File: src/rtl/mdu_pkg.sv
// Shared encodings for the multiply/divide unit: md_op codes, FSM states, default latencies.
// The DIV state exists only when the DIV_EN macro is defined.
package mdu_pkg;

  localparam int unsigned MUL_CYCLES_DEF = 5;
  localparam int unsigned DIV_CYCLES_DEF = 10;

  typedef enum logic [2:0] {
    OP_MULT  = 3'b000,
    OP_MULTU = 3'b001,
    OP_DIV   = 3'b010,
    OP_DIVU  = 3'b011,
    OP_MTHI  = 3'b100,
    OP_MTLO  = 3'b101
  } md_op_e;

  typedef enum logic [1:0] {
    ST_IDLE,
    ST_MUL
`ifdef DIV_EN
    , ST_DIV
`endif
  } mdu_state_e;

endpackage

File: src/rtl/mdu_divider.sv
// Combinational 32-bit divider: signed (truncate toward zero, remainder takes the
// dividend's sign) or unsigned quotient/remainder, plus a divide-by-zero flag.
module mdu_divider (
  input  logic [31:0] dividend,
  input  logic [31:0] divisor,
  input  logic        is_signed,
  output logic [31:0] quotient,
  output logic [31:0] remainder,
  output logic        div_zero
);

  logic        a_neg, b_neg;
  logic [31:0] a_mag, b_mag, q_mag, r_mag;

  always_comb begin
    a_neg    = is_signed & dividend[31];
    b_neg    = is_signed & divisor[31];
    a_mag    = a_neg ? (32'd0 - dividend) : dividend;
    b_mag    = b_neg ? (32'd0 - divisor)  : divisor;
    div_zero = (divisor == '0);
    q_mag    = '0;
    r_mag    = '0;
    if (!div_zero) begin
      q_mag = a_mag / b_mag;
      r_mag = a_mag % b_mag;
    end
    // 0x80000000 / -1 falls out as magnitude 0x80000000, whose negation wraps to itself.
    quotient  = (a_neg ^ b_neg) ? (32'd0 - q_mag) : q_mag;
    remainder = a_neg ? (32'd0 - r_mag) : r_mag;
  end

endmodule

File: src/rtl/mult_div_unit.sv
// Multi-cycle multiply/divide unit with HI/LO registers and MTHI/MTLO moves.
// Define DIV_EN to include DIV/DIVU and the mdu_divider datapath.
module mult_div_unit
  import mdu_pkg::*;
#(
  parameter int unsigned MUL_CYCLES = MUL_CYCLES_DEF,
  parameter int unsigned DIV_CYCLES = DIV_CYCLES_DEF
) (
  input  logic        clk,
  input  logic        rst_n,
  input  logic        start,
  input  logic [2:0]  md_op,
  input  logic [31:0] input_1,
  input  logic [31:0] input_2,
  output logic        busy,
  output logic [31:0] hi,
  output logic [31:0] lo
);

  localparam int unsigned MAX_CYC = (MUL_CYCLES > DIV_CYCLES) ? MUL_CYCLES : DIV_CYCLES;
  localparam int unsigned CNT_W   = $clog2(MAX_CYC + 1);

  mdu_state_e       state_q, state_d;
  logic [CNT_W-1:0] cnt_q, cnt_d;
  logic [31:0]      a_q, a_d, b_q, b_d;
  logic             sgn_q, sgn_d;
  logic [31:0]      hi_q, hi_d, lo_q, lo_d;

  logic [63:0]      mul_a, mul_b, prod;

  // Sign-extending both operands to 64 bits lets one multiplier serve MULT and MULTU.
  always_comb begin
    mul_a = {{32{sgn_q & a_q[31]}}, a_q};
    mul_b = {{32{sgn_q & b_q[31]}}, b_q};
    prod  = mul_a * mul_b;
  end

`ifdef DIV_EN
  logic [31:0] quo, rem;
  logic        div_zero;

  mdu_divider u_div (
    .dividend  (a_q),
    .divisor   (b_q),
    .is_signed (sgn_q),
    .quotient  (quo),
    .remainder (rem),
    .div_zero  (div_zero)
  );
`endif

  always_comb begin
    state_d = state_q;
    cnt_d   = cnt_q;
    a_d     = a_q;
    b_d     = b_q;
    sgn_d   = sgn_q;
    hi_d    = hi_q;
    lo_d    = lo_q;
    case (state_q)
      ST_IDLE: begin
        if (start) begin
          case (md_op)
            OP_MULT, OP_MULTU: begin
              state_d = ST_MUL;
              cnt_d   = CNT_W'(MUL_CYCLES);
              a_d     = input_1;
              b_d     = input_2;
              sgn_d   = ~md_op[0];
            end
`ifdef DIV_EN
            OP_DIV, OP_DIVU: begin
              state_d = ST_DIV;
              cnt_d   = CNT_W'(DIV_CYCLES);
              a_d     = input_1;
              b_d     = input_2;
              sgn_d   = ~md_op[0];
            end
`endif
            OP_MTHI: hi_d = input_1;
            OP_MTLO: lo_d = input_1;
            default: ;
          endcase
        end
      end
      ST_MUL: begin
        if (cnt_q == CNT_W'(1)) begin
          state_d      = ST_IDLE;
          cnt_d        = '0;
          {hi_d, lo_d} = prod;
        end else begin
          cnt_d = cnt_q - CNT_W'(1);
        end
      end
`ifdef DIV_EN
      ST_DIV: begin
        if (cnt_q == CNT_W'(1)) begin
          state_d = ST_IDLE;
          cnt_d   = '0;
          if (!div_zero) begin
            hi_d = rem;
            lo_d = quo;
          end
        end else begin
          cnt_d = cnt_q - CNT_W'(1);
        end
      end
`endif
      default: begin
        state_d = ST_IDLE;
        cnt_d   = '0;
      end
    endcase
  end

  always_ff @(posedge clk or negedge rst_n) begin
    if (!rst_n) begin
      state_q <= ST_IDLE;
      cnt_q   <= '0;
      a_q     <= '0;
      b_q     <= '0;
      sgn_q   <= 1'b0;
      hi_q    <= '0;
      lo_q    <= '0;
    end else begin
      state_q <= state_d;
      cnt_q   <= cnt_d;
      a_q     <= a_d;
      b_q     <= b_d;
      sgn_q   <= sgn_d;
      hi_q    <= hi_d;
      lo_q    <= lo_d;
    end
  end

  assign busy = (state_q != ST_IDLE);
  assign hi   = hi_q;
  assign lo   = lo_q;

endmodule

File: config.mk
export PLATFORM = sky130hd
export DESIGN_NAME = mult_div_unit
export DESIGN_NICKNAME = d
export VERILOG_FILES = /design/src/rtl/mdu_pkg.sv /design/src/rtl/mdu_divider.sv /design/src/rtl/mult_div_unit.sv
export SDC_FILE = /design/constraint.sdc
export NUM_CORES = 2
export LEC_CHECK = 0
export BUFFER_PORTS_ARGS = -buffer_cell sky130_fd_sc_hd__buf_4
export CORE_UTILIZATION = 62
export DETAILED_ROUTE_END_ITERATION = 7
export PLACE_DENSITY = 0.79
export SETUP_SLACK_MARGIN = 0.05
export SYNTH_ARGS = -nofsm -noshare
export SYNTH_HDL_FRONTEND = slang
export SYNTH_SLANG_ARGS = --single-unit
File: constraint.sdc
create_clock -name clk -period 24.3 [get_ports clk]
set_clock_uncertainty 0.05 [all_clocks]
set_input_delay 6.075 -clock clk [delete_from_list [all_inputs] [get_ports clk]]
set_output_delay 6.075 -clock clk [all_outputs]
set_load 0.05 [all_outputs]
### After elaboration in Yosys (flattened, before gate mapping)

Index checks and enable logic that the tools add are counted.

* register bits after elaboration: 135
* bits in latches: 0
* bits in writable memories: 0
* ROM bits: 0
* input bits: 70
* output and inout bits: 65
* word-level logic and storage cells: 48
* memories kept: 0

* add/sub/neg operators: 1
* multiply operators: 1
* divide/modulo/power cells: 0
* order comparisons: 0
* equal/unequal tests: 10
* shifts and indexed selects: 0
* mux-type cells: 16
* bitwise logic cells: 3
* reductions and logical operators: 10

Operators by type and width (number)
* 32-bit two-way mux: 6
* 32-bit one-hot mux with 2 select lines: 2
* 33-bit by 33-bit multiplier with 64-bit output: 1
* 4-bit two-way mux: 3
* 4-bit one-hot mux with 2 select lines: 1
* 4-bit AND reduction: 2
* 3-bit == test, second input constant: 2
* 2-bit two-way mux: 3
* 2-bit by 1-bit inequality test with 1-bit output, second input constant: 3
* 3-bit AND reduction: 2
* 4-bit by 1-bit == test with 1-bit output, second input constant: 1
* 2-bit inequality test, second input constant: 2
* 2-bit one-hot mux with 2 select lines: 1
* 2-bit nonzero test: 2
* 4-bit by 1-bit subtractor with 4-bit output, second input constant: 1
* 3-bit by 1-bit == test with 1-bit output, second input constant: 1
* 3-bit logical NOT: 1
* 1-bit AND: 2
* 2-bit by 1-bit == test with 1-bit output, second input constant: 1
* 2-bit logical NOT: 1
* 2-bit AND reduction: 1
* 2-bit OR reduction: 1
* 1-bit NOT: 1

### Longest topological paths before layout

* word-level depth: 5
* gate-level depth with buffers: 31
* gate-level depth less buffers: 28

### Worst setup path after synthesis

Ideal clock, no wire load.

* kind: register -> register
* start point: reg a_q[31]
* end point: reg hi_q[26], in the netlist hi[26]
* setup time: 0.134 ns
* arrival time: 7.827 ns
* data required time: 24.116 ns
* setup slack: 16.289 ns
* cell stages (with the launch flop): 30
* buffers on the path: 2
* period minus slack after synthesis: 8.011 ns
* cells stage by stage: dfrtp_1 > clkbuf_1 > and2_1 > clkbuf_1 > nand2_1 > inv_1 > fa_1 > inv_1 > fa_1 > inv_1 > fa_1 > fa_1 > inv_1 > fa_1 > inv_1 > fa_1 > inv_1 > fa_1 > fa_1 > inv_1 > ha_1 > inv_1 > o221ai_1 > o21bai_1 > a211oi_1 > a21oi_1 > o41ai_2 > o21ai_0 > xnor2_1 > o22ai_1

* word-level cells in the longest chain between the ends: 4

Ends and longest elaborated chain
* start, declared: RTL line mult_div_unit.sv:25 `logic [31:0] a_q, a_d, b_q, b_d;`
* start signal, assigned: RTL line mult_div_unit.sv:120 `a_q <= '0;`
* start signal, assigned: RTL line mult_div_unit.sv:128 `a_q <= a_d;`
* 1-bit AND: RTL line mult_div_unit.sv:33 `mul_a = {{32{sgn_q & a_q[31]}}, a_q};`
* 33-bit by 33-bit multiplier with 64-bit output (*): RTL line mult_div_unit.sv:35 `prod = mul_a * mul_b;`
* 32-bit two-way mux (*): RTL line mult_div_unit.sv:87 `if (cnt_q == CNT_W'(1)) begin`
* 32-bit one-hot mux with 2 select lines (*): RTL line mult_div_unit.sv:60 `case (state_q)`
* end signal, assigned: RTL line mult_div_unit.sv:131 `hi_q <= hi_d;`
* end, declared: RTL line mult_div_unit.sv:27 `logic [31:0] hi_q, hi_d, lo_q, lo_d;`

Mark *: on every way between the ends. The rest lies on a longest branch, timed or not. The select of a mux whose other input is x is not followed.
A chain may end at the register's enable or synchronous reset.

### Worst setup path in the final report

* start point: reg sgn_q
* end point: reg hi_q[26], in the netlist hi[26]

* word-level cells in the longest chain between the ends: 4
* elaborated cells between the ends (all ways): 5
* those cells by class: mul: 1; mux: 2; bitwise: 2

Ends and longest elaborated chain
* start, declared: RTL line mult_div_unit.sv:26 `logic sgn_q, sgn_d;`
* start signal, assigned: RTL line mult_div_unit.sv:130 `sgn_q <= sgn_d;`
* 1-bit AND, on equally long branches: RTL line mult_div_unit.sv:33, mult_div_unit.sv:34
* 33-bit by 33-bit multiplier with 64-bit output (*): RTL line mult_div_unit.sv:35
* 32-bit two-way mux (*): RTL line mult_div_unit.sv:87
* 32-bit one-hot mux with 2 select lines (*): RTL line mult_div_unit.sv:60

Marks and branches as above.

==> flow_summary.ini <==
[sta]
slew_violations = 0
setup_violations = 0
rsz0062_at_grt = no
worst_slew_pin_slew_ps = 1130
max_freq_ghz = 0.103
fin_setup_tns_ps = 0
period_share = 0.398
final_hold_viol_count = 0
slew_headroom = 0.244
fin_crit_ps = 9680

[worst_hold_path]
holdPathEnd = lo[13]
min_delay_path_depth = 2
min_from = lo[13]
hold_path_class = register to register

[die]
rows = 96
start_util = 0.631
core_area_um2 = 69100
fp.dieW_um = 267
ios = 135
die-area_um2 = 71300
die_h_um = 267

[clock_tree]
cts_hold_buf = 0
cts-buffers-inserted = 17
cts_htree_levels = 4
postCtsSetupRepairBufs = 0
cts_resized = 0
path_clk_slew_ps = 80
cts-root-buf = clkbuf_16
cts_sinks = 134
cts_tree = done
clock_path_buffers = 2
insertion_delay_ps = 470

[setup_path]
worst-path-buf-inv = 8
critPathMaxStageDelay_ps = 920
crit_required_ps = 24560
rr_endpoint = hi[26]
reg2regPathDepth = 27
rrSetupSlack_ps = 14620
slowest_stage = fa_1
crit_arrival_ps = 9940
endpoint_kind = register
critical_path_class = register to register
critPathLaunch = sgn_q
r2r_start = sgn_q
critPathTopFamily = adder cells
crit_fanout = 22
start_kind = register

[flow_run]
maxCapViolations = 0

[cells_and_area]
final_cell_mix = 1125 x inv_1, 1125 x fa_1, 795 x nand2_1, 347 x and2_1, 214 x ha_1
synthToLayoutAreaGrowth_pct = 5.27
drive_above_1_share = 0.0701
fin_nets = 6061

[detailed_routing]
viasPerCell = 5.74
routedWlPerCell_um = 20.2
routed_wl_um = 113000
vias = 32100
ant_nets = 0
dr.pass1.iters = 7
drt_iter0_markers = 2545
drcViolationCount = 0

[status]
status = completed

[logic_synthesis]
synth_nets = 6110
ys.warnings.count = 0
ys_ff_latch = 134
synth_edf_count = 0
syn_avg_cell_area_um2 = 9.27
synth_top_flop_cell = dfrtp_1
async_flop_share = 1.00
synth_cell_types = 64
synth_seq_area_share = 0.0770
syn_inst = 4701
synth_area_um2 = 43600

[global_route]
track_usage = 0.340
grt_pass1_vias = 35000
grt_max_degree = 83
grt_overflow = 0
grt_pass1_wl_um = 185000
antenna_found_initial = 7

[place]
routabilityCongestion = 0.967
portBuffers = 134
dp_hpwl_um = 91600
## per-layer routing
layer,vias up,part of all wire,GRT usage
met3,449,0.071,0.0452
met5,-,0.00020,0
met4,4,0.064,0.188
met2,1503,0.51,0.589
li1,13500,-,-
met1,16700,0.36,0.413
## worst reg2reg max path: cells and delay by family, from the launching register on
kind                     cells  cell delay [ps]
buffers and inverters        8             1250
flip-flops                   1              810
adder cells (fa/ha/maj)      9             4650
AO/OA/AOI/OAI                7             1750
XOR/XNOR                     1              170
AND/OR/NAND/NOR              2              860
## cell usage after synthesis, types with 2 or more instances
cell      number  area [um^2]
fa_1        1125        22500
inv_1       1125         4220
nand2_1      795         2980
and2_1       347         2170
clkbuf_1     267         1000
ha_1         214         2680
dfrtp_1      134         3350
a21oi_1      120          601
nor2_1        94          353
o21ai_0       68          340
mux2_2        64          721
xnor2_1       54          473
and3_1        30          188
a21o_1        29          218
mux2i_1       22          220
nand3_1       22          110
xor2_1        18          158
nor2b_1       16          100
nor3_1        16         80.1
nand4_1       12         75.1
o21bai_1      12         90.1
a31oi_1       11         68.8
or2_2         10         62.6
o21a_1         8         60.1
o21ai_1        8         40.0
a211oi_1       7         52.6
or3_1          6         37.5
o22ai_1        5         31.3
a211o_1        4         35.0
a311oi_1       4         35.0
nand2b_1       4         25.0
o211ai_1       4         30.0
o31ai_1        4         30.0
buf_1          3         11.3
nor3b_1        3         22.5
o221ai_1       3         26.3
a21boi_0       2         15.0
a21boi_1       2         15.0
a221oi_1       2         17.5
buf_2          2         10.0
nor4_1         2         12.5
## registers in the layout (all words and copies together), names as in the netlist
signal and flops:
lo 32, b_q 32, state_q 1, cnt_q 4, sgn_q 1, hi 32
a_q 32
## layout make-up
| cell class | count | area, um^2 |
|---|---|---|
| diodes | 2 | 5.00 |
| clock buffers | 17 | 425 |
| clock inverters | 15 | 161 |
| fillers | 5351 | 23200 |
| inverters | 1126 | 4230 |
| multi-input cells | 3169 | 35000 |
| flip-flops and latches | 134 | 3360 |
| well taps | 931 | 1160 |
| repair buffers | 204 | 1540 |
## per-stage QoR
stage / hold WS [ps] / std cells / cell area, um^2 / util / setup WS, ps
final: 435 / 5598 / 45900 / 0.664 / 14620
after global routing: 475 / 5598 / 45900 / 0.664 / 14220
after CTS: 438 / 5596 / 45900 / 0.664 / 14760
after detailed placement: 423 / 5564 / 45300 / 0.655 / 14820
after global placement: 405 / 5564 / 45300 / 0.655 / 15140
after floorplan: 422 / 4701 / 43600 / - / 16290
## worst max-delay path by stage
stage                     depth (start not counted)  slack [ps]      to
after floorplan                                  29       16290  hi[26]
after global placement                           27       15140  hi[26]
after detailed placement                         27       14820  hi[26]
after CTS                                        27       14760  hi[26]
after global routing                             27       14220  hi[26]
final                                            27       14620  hi[26]
## kinds of logic (layout without fill, tap and decap cells)
kind of cell,count (synthesis),after routing,share of synthesized area
buf+inv,1398,1362,0.121
compound gates,309,309,0.0440
other cells,0,2,0
xor+xnor,72,72,0.0145
fa+ha+maj,1339,1339,0.578
mux,86,86,0.0216
simple gates,1363,1363,0.144
flops,134,134,0.0770
Power is not shown: default switching activity piles up to over one toggle a cycle in this logic, so the estimate is an artifact.
